## src/rtl/hop_seq_pkg.sv

```systemverilog
// Shared types and default sizing for the hop-chain run sequencer.
package hop_seq_pkg;

    localparam int NUM_RST_DEF = 16;
    localparam int LAT_W_DEF   = 6;
    localparam int TIMEOUT_DEF = 63;

    typedef enum logic [2:0] {
        IDLE,
        ASSERT,
        RELEASE,
        SETTLE,
        LAUNCH,
        WAIT,
        REPORT
    } hop_state_e;

    typedef struct packed {
        logic                 pass;
        logic [LAT_W_DEF-1:0] lat_a;
        logic [LAT_W_DEF-1:0] lat_b;
        logic                 err_timeout;
        logic                 err_early;
    } hop_result_t;

endpackage

```

## src/rtl/hop_rst_release.sv

```systemverilog
// Staggered stage-reset release: loads all ones, then clears one more bit
// from the LSB upward on each shift.
module hop_rst_release
    import hop_seq_pkg::*;
#(
    parameter int NUM_RST = NUM_RST_DEF
) (
    input  logic               clock0,
    input  logic               rst0,
    input  logic               load_all,
    input  logic               shift_en,
    output logic [NUM_RST-1:0] stage_rst,
    output logic               last_released
);

    logic [NUM_RST-1:0] sr_q;
    logic [NUM_RST-1:0] sr_d;

    always_comb begin
        sr_d = sr_q;
        if (load_all) begin
            sr_d = '1;
        end else if (shift_en) begin
            sr_d = {sr_q[NUM_RST-2:0], 1'b0};
        end
    end

    always_ff @(posedge clock0) begin
        if (rst0) begin
            sr_q <= '1;
        end else begin
            sr_q <= sr_d;
        end
    end

    assign stage_rst     = sr_q;
    assign last_released = (sr_q == '0);

endmodule

```

## src/rtl/hop_chain_sequencer.sv

```systemverilog
// Run controller for the dual hop chain: reset hold, staggered release,
// single launch, latency capture and pass/fail report.
//
//   state   | meaning
//   IDLE    | all stage resets held, waiting for go
//   ASSERT  | all stage resets held for RST_CYCLES
//   RELEASE | one stage reset released per cycle, LSB first
//   SETTLE  | quiet cycles; any chain output high flags err_early
//   LAUNCH  | start1/start2 pulse, wait counter at 0
//   WAIT    | counting; first high per chain latches its latency
//   REPORT  | done pulse, pass/err_timeout valid
module hop_chain_sequencer
    import hop_seq_pkg::*;
#(
    parameter int NUM_RST       = NUM_RST_DEF,
    parameter int RST_CYCLES    = 4,
    parameter int SETTLE_CYCLES = 2,
    parameter int EXP_LAT_A     = 9,
    parameter int EXP_LAT_B     = 9,
    parameter int TIMEOUT       = TIMEOUT_DEF,
    parameter int LAT_W         = LAT_W_DEF
) (
    input  logic               clock0,
    input  logic               rst0,
    input  logic               go,
    input  logic               chain_a_out,
    input  logic               chain_b_out,
    output logic [NUM_RST-1:0] stage_rst,
    output logic               start1,
    output logic               start2,
    output logic               busy,
    output logic               done,
    output logic               pass,
    output logic [LAT_W-1:0]   lat_a,
    output logic [LAT_W-1:0]   lat_b,
    output logic               err_timeout,
    output logic               err_early
);

    localparam int TMR_W = 8;

    hop_state_e       state_q, state_d;
    logic [TMR_W-1:0] tmr_q, tmr_d;
    logic [LAT_W-1:0] cnt_q, cnt_d;
    logic [LAT_W-1:0] lat_a_q, lat_a_d;
    logic [LAT_W-1:0] lat_b_q, lat_b_d;
    logic             seen_a_q, seen_a_d;
    logic             seen_b_q, seen_b_d;
    logic             start_q, start_d;
    logic             busy_q, busy_d;
    logic             done_q, done_d;
    logic             pass_q, pass_d;
    logic             err_timeout_q, err_timeout_d;
    logic             err_early_q, err_early_d;
    logic             load_all;
    logic             shift_en;
    logic             last_released;
    logic             chain_any;

    hop_rst_release #(
        .NUM_RST(NUM_RST)
    ) u_release (
        .clock0        (clock0),
        .rst0          (rst0),
        .load_all      (load_all),
        .shift_en      (shift_en),
        .stage_rst     (stage_rst),
        .last_released (last_released)
    );

    always_comb begin
        state_d       = state_q;
        tmr_d         = tmr_q;
        cnt_d         = '0;
        lat_a_d       = lat_a_q;
        lat_b_d       = lat_b_q;
        seen_a_d      = seen_a_q;
        seen_b_d      = seen_b_q;
        pass_d        = pass_q;
        err_timeout_d = err_timeout_q;
        err_early_d   = err_early_q;
        load_all      = 1'b0;
        shift_en      = 1'b0;
        chain_any     = chain_a_out | chain_b_out;

        unique case (state_q)
            IDLE: begin
                load_all = 1'b1;
                if (go) begin
                    state_d       = ASSERT;
                    tmr_d         = TMR_W'(RST_CYCLES - 1);
                    lat_a_d       = '0;
                    lat_b_d       = '0;
                    seen_a_d      = 1'b0;
                    seen_b_d      = 1'b0;
                    pass_d        = 1'b0;
                    err_timeout_d = 1'b0;
                    err_early_d   = 1'b0;
                end
            end
            ASSERT: begin
                // Shift on the last hold cycle so bit 0 is already low in
                // the first RELEASE cycle.
                if (tmr_q == '0) begin
                    state_d  = RELEASE;
                    shift_en = 1'b1;
                end else begin
                    tmr_d = tmr_q - TMR_W'(1);
                end
            end
            RELEASE: begin
                if (last_released) begin
                    state_d = SETTLE;
                    tmr_d   = TMR_W'(SETTLE_CYCLES - 1);
                end else begin
                    shift_en = 1'b1;
                end
            end
            SETTLE: begin
                if (chain_any) begin
                    err_early_d = 1'b1;
                end
                if (tmr_q == '0) begin
                    state_d = LAUNCH;
                end else begin
                    tmr_d = tmr_q - TMR_W'(1);
                end
            end
            LAUNCH: begin
                if (chain_any) begin
                    err_early_d = 1'b1;
                end
                cnt_d   = cnt_q + LAT_W'(1);
                state_d = WAIT;
            end
            WAIT: begin
                cnt_d = (cnt_q == LAT_W'(TIMEOUT)) ? cnt_q : cnt_q + LAT_W'(1);
                if (chain_a_out && !seen_a_q) begin
                    seen_a_d = 1'b1;
                    lat_a_d  = cnt_q;
                end
                if (chain_b_out && !seen_b_q) begin
                    seen_b_d = 1'b1;
                    lat_b_d  = cnt_q;
                end
                if ((seen_a_d && seen_b_d) || (cnt_q == LAT_W'(TIMEOUT))) begin
                    state_d       = REPORT;
                    err_timeout_d = !(seen_a_d && seen_b_d);
                    pass_d        = seen_a_d && seen_b_d && !err_early_q &&
                                    (lat_a_d == LAT_W'(EXP_LAT_A)) &&
                                    (lat_b_d == LAT_W'(EXP_LAT_B));
                end
            end
            REPORT: begin
                load_all = 1'b1;
                state_d  = IDLE;
            end
            default: begin
                load_all = 1'b1;
                state_d  = IDLE;
            end
        endcase

        start_d = (state_d == LAUNCH);
        busy_d  = (state_d != IDLE);
        done_d  = (state_d == REPORT);
    end

    always_ff @(posedge clock0) begin
        if (rst0) begin
            state_q       <= IDLE;
            tmr_q         <= '0;
            cnt_q         <= '0;
            lat_a_q       <= '0;
            lat_b_q       <= '0;
            seen_a_q      <= 1'b0;
            seen_b_q      <= 1'b0;
            start_q       <= 1'b0;
            busy_q        <= 1'b0;
            done_q        <= 1'b0;
            pass_q        <= 1'b0;
            err_timeout_q <= 1'b0;
            err_early_q   <= 1'b0;
        end else begin
            state_q       <= state_d;
            tmr_q         <= tmr_d;
            cnt_q         <= cnt_d;
            lat_a_q       <= lat_a_d;
            lat_b_q       <= lat_b_d;
            seen_a_q      <= seen_a_d;
            seen_b_q      <= seen_b_d;
            start_q       <= start_d;
            busy_q        <= busy_d;
            done_q        <= done_d;
            pass_q        <= pass_d;
            err_timeout_q <= err_timeout_d;
            err_early_q   <= err_early_d;
        end
    end

    assign start1      = start_q;
    assign start2      = start_q;
    assign busy        = busy_q;
    assign done        = done_q;
    assign pass        = pass_q;
    assign lat_a       = lat_a_q;
    assign lat_b       = lat_b_q;
    assign err_timeout = err_timeout_q;
    assign err_early   = err_early_q;

endmodule

```

## config.mk

```make
export PLATFORM = sky130hd
export DESIGN_NAME = hop_chain_sequencer
export DESIGN_NICKNAME = d
export VERILOG_FILES = /design/src/rtl/hop_seq_pkg.sv /design/src/rtl/hop_rst_release.sv /design/src/rtl/hop_chain_sequencer.sv
export SDC_FILE = /design/constraint.sdc
export NUM_CORES = 1
export LEC_CHECK = 0
export ABC_AREA = 1
export BUFFER_PORTS_ARGS = -buffer_cell sky130_fd_sc_hd__buf_2
export CAP_MARGIN = 20
export CORE_MARGIN = 1.5
export CORE_UTILIZATION = 56
export DETAILED_ROUTE_END_ITERATION = 16
export PLACE_DENSITY = 0.79
export SKIP_CTS_REPAIR_TIMING = 1
export SYNTH_ARGS = -nofsm -noshare
export SYNTH_HDL_FRONTEND = slang
export SYNTH_SLANG_ARGS = --single-unit
```

## constraint.sdc

```tcl
create_clock -name clock0 -period 1.9 [get_ports clock0]
set_clock_uncertainty 0.2 [all_clocks]
set_input_delay 0.38 -clock clock0 [delete_from_list [all_inputs] [get_ports clock0]]
set_output_delay 0.38 -clock clock0 [all_outputs]
set_load 0.05 [all_outputs]
```

==> impl_metrics.tcl <==
set metrics [dict create \
    cts_max_level 2 \
    p_sw_frac 0.398 \
    gr-total-overflow 0 \
    clk_path_buf_depth 2 \
    ant_nets 0 \
    ys_ff_latch 53 \
    syn_avg_cell_area_um2 6.74 \
    final_cell_mix "nand2_1, dfxtp_1, nor2_1" \
    drt_iter0_markers 143 \
    final_common_cell "nand2_1" \
    dieArea_mm2 0.00490 \
    gp_congestion 0.893 \
    final_hold_viol_count 0 \
    slowest_delay_ns 0.32 \
    fp.dieW_um 70.0 \
    first_pass_iters 4 \
    yosysWarnings 0 \
    rows 24 \
    antenna_found_initial 0 \
    routed_wl_mm 5.55 \
    synth_area_mm2 0.00251 \
    cts_made_buffers 5 \
    pwr-share-seq 0.400 \
    seq_area_frac_synth 0.422 \
    p_leak_nw 1.28 \
    syn_inst 373 \
    yosys.area_share.simple 0.355 \
    power.density_mw_per_mm2 1120 \
    grt_pass1_wl_mm 9.56 \
    p_switching_mw 1.30 \
    clk_latency_ns 0.31 \
    synth_xor_area_frac 0.0105 \
    cp_max_fo 8 \
    synth.area.mux_share 0 \
    endpoint_kind "flip-flop" \
    layout-drive-gt1-share 0.175 \
    status "finished, final reports clean" \
    syn_to_final_growth_pct 15.7 \
    holdCritStartpoint "chain_b_out" \
    cp_top_family "simple AND/OR/NAND/NOR gates" \
    vias 2462 \
    start_util 0.581 \
    finalSetupTns_ns 0 \
    timing.rr.start "tmr_q[0]" \
    grt_pass1_vias 2222 \
    met3_length_um 233 \
    p_int_mw 1.96 \
    cpMaxStageDelayCell "dfxtp_1" \
    synth-adder-area-share 0.00996 \
    ir_worst_vdd_uv 693 \
    finalCritPeriodShare 0.924 \
    crit_path_start "tmr_q[0]" \
    wl_per_cell_um 11.8 \
    max_freq_mhz 570 \
    cts_tree "done" \
    rsz0062_at_grt "true" \
    yosysUniqueCellTypes 28 \
    grt_max_degree 17 \
    fin_nets 424 \
    synth_compound_area_frac 0.122 \
    coreArea_mm2 0.00432 \
    tightest_slew_ns 0.375 \
    fp.dieH_um 70.0 \
    maxSlewViolCount 0 \
    setup_viol 0 \
    io_buffers 39 \
    required_ns 1.94 \
    critPathKind "flip-flop to flip-flop" \
    cts.sinks 53 \
    path_buf_inv 1 \
    crit_arrival_ns 1.79 \
    pin_count 40 \
    highest_layer "met4" \
    synth_top_family_by_area "simple AND/OR/NAND/NOR gates" \
    worst_setup_path_start_kind "flip-flop" \
    relSlewSlack 0.747 \
    drv_cap 0 \
    viasPerCell 5.24 \
    wl_met2_mm 2.71 \
    root_buffer "clkbuf_8" \
    drc 0 \
    power_frac_comb 0.367 \
    dpl_cell_area_mm2 0.00277 \
    path_cells "inv_1 -> ha_4 -> nand3_2 -> nor2_4 -> nand2_2 -> nand3_4 -> nand2_1 -> a21oi_1" \
    hold_path_class "input pin to flip-flop" \
    p_clk_frac 0.233 \
    grtUsageTotal 0.239 \
    final_cell_area_mm2 0.00291 \
    synth_nets 380 \
    dp_hpwl_mm 4.11 \
    path_clk_slew_ns 0.08 \
    wl_met1_mm 2.48 \
    antenna_cells 0 \
    fin_crit_ns 1.76 \
]
==> synthesized netlist by cell type (all sizes together) <==
master / count / share of area
nand3: 31 / 0.068
a211oi: 1 / 0.0080
xor2: 2 / 0.0070
nand4: 7 / 0.017
o21ai: 24 / 0.048
ha: 2 / 0.010
o22ai: 4 / 0.010
buf: 7 / 0.018
nor3b: 1 / 0.0030
nor2: 52 / 0.083
a31oi: 2 / 0.0050
dfxtp: 53 / 0.42
clkbuf: 2 / 0.0030
a21oi: 24 / 0.048
xnor2: 1 / 0.0035
o21bai: 1 / 0.0030
or2: 1 / 0.0025
nand2: 118 / 0.18
inv: 40 / 0.060
==> worst reg2reg max path, stage by stage, from the launching register on <==
cell	delay, ns
dfxtp_1	0.32
inv_1	0.17
ha_4	0.20
nand3_2	0.11
nor2_4	0.16
nand2_2	0.16
nand3_4	0.17
nand2_1	0.07
a21oi_1	0.14
==> registers in the layout, summed over array words and instances (netlist names) <==
register and flops:
u_release.stage_rst 16, busy 1, state_q 3, tmr_q 8, lat_a 6, seen_b_q 1, lat_b 6, err_early 1
seen_a_q 1, done 1, pass 1, cnt_q 6, start1 1, err_timeout 1
==> cell type report <==
type / instances / area (µm²)
repair buffers: 46 / 248
well taps: 52 / 65.1
clock buffers: 6 / 72.6
inverters: 40 / 150
clock inverters: 2 / 38.8
flip-flops and latches: 53 / 1060
multi-input cells: 271 / 1270
fillers: 386 / 1420
==> worst paths after layout <==
check                           cells after the start       end  slack (ns)
worst max-delay path                                8  tmr_q[1]        0.14
worst min register to register                      2  lat_a[5]        0.28
worst max register to register                      8  tmr_q[1]        0.14
worst min-delay path                                3  seen_b_q        0.15
==> power groups by stage <==
stage	registers, mW	logic (mW)	clock network (mW)
4_1_cts	1.30	1.15	0.770
6_report	1.30	1.19	0.759
3_5_place_dp	1.33	1.15	0
2_1_floorplan	1.51	0.757	0
3_3_place_gp	1.32	1.13	0
5_1_grt	1.32	1.35	0.810
==> per-layer routing <==
layer	vias to the layer above	GRT usage
li1	1280	-
met1	1107	0.301
met2	61	0.403
met3	14	0.0476
met4	0	0.0897
met5	-	0
==> stage by stage <==
stage	power [mW]	hold WS [ns]	setup slack [ns]	std cells	utilization
after floorplan	2.26	0.246	0.125	373	-
after global placement	2.45	0.259	0.154	462	0.641
after detailed placement	2.47	0.269	0.107	462	0.641
after CTS	3.22	0.149	0.0833	470	0.667
after global routing	3.48	0.168	-0.0193	470	0.672
final	3.26	0.151	0.145	470	0.672
==> logic make-up (layout without fill, tap and decap cells) <==
logic type,after synthesis,after routing
AO/OA/AOI/OAI,56,56
XOR/XNOR,3,3
adder cells (fa/ha/maj),2,2
buffers and inverters,49,94
flip-flops,53,53
AND/OR/NAND/NOR,210,210
Power figures use the tool's default switching activity.
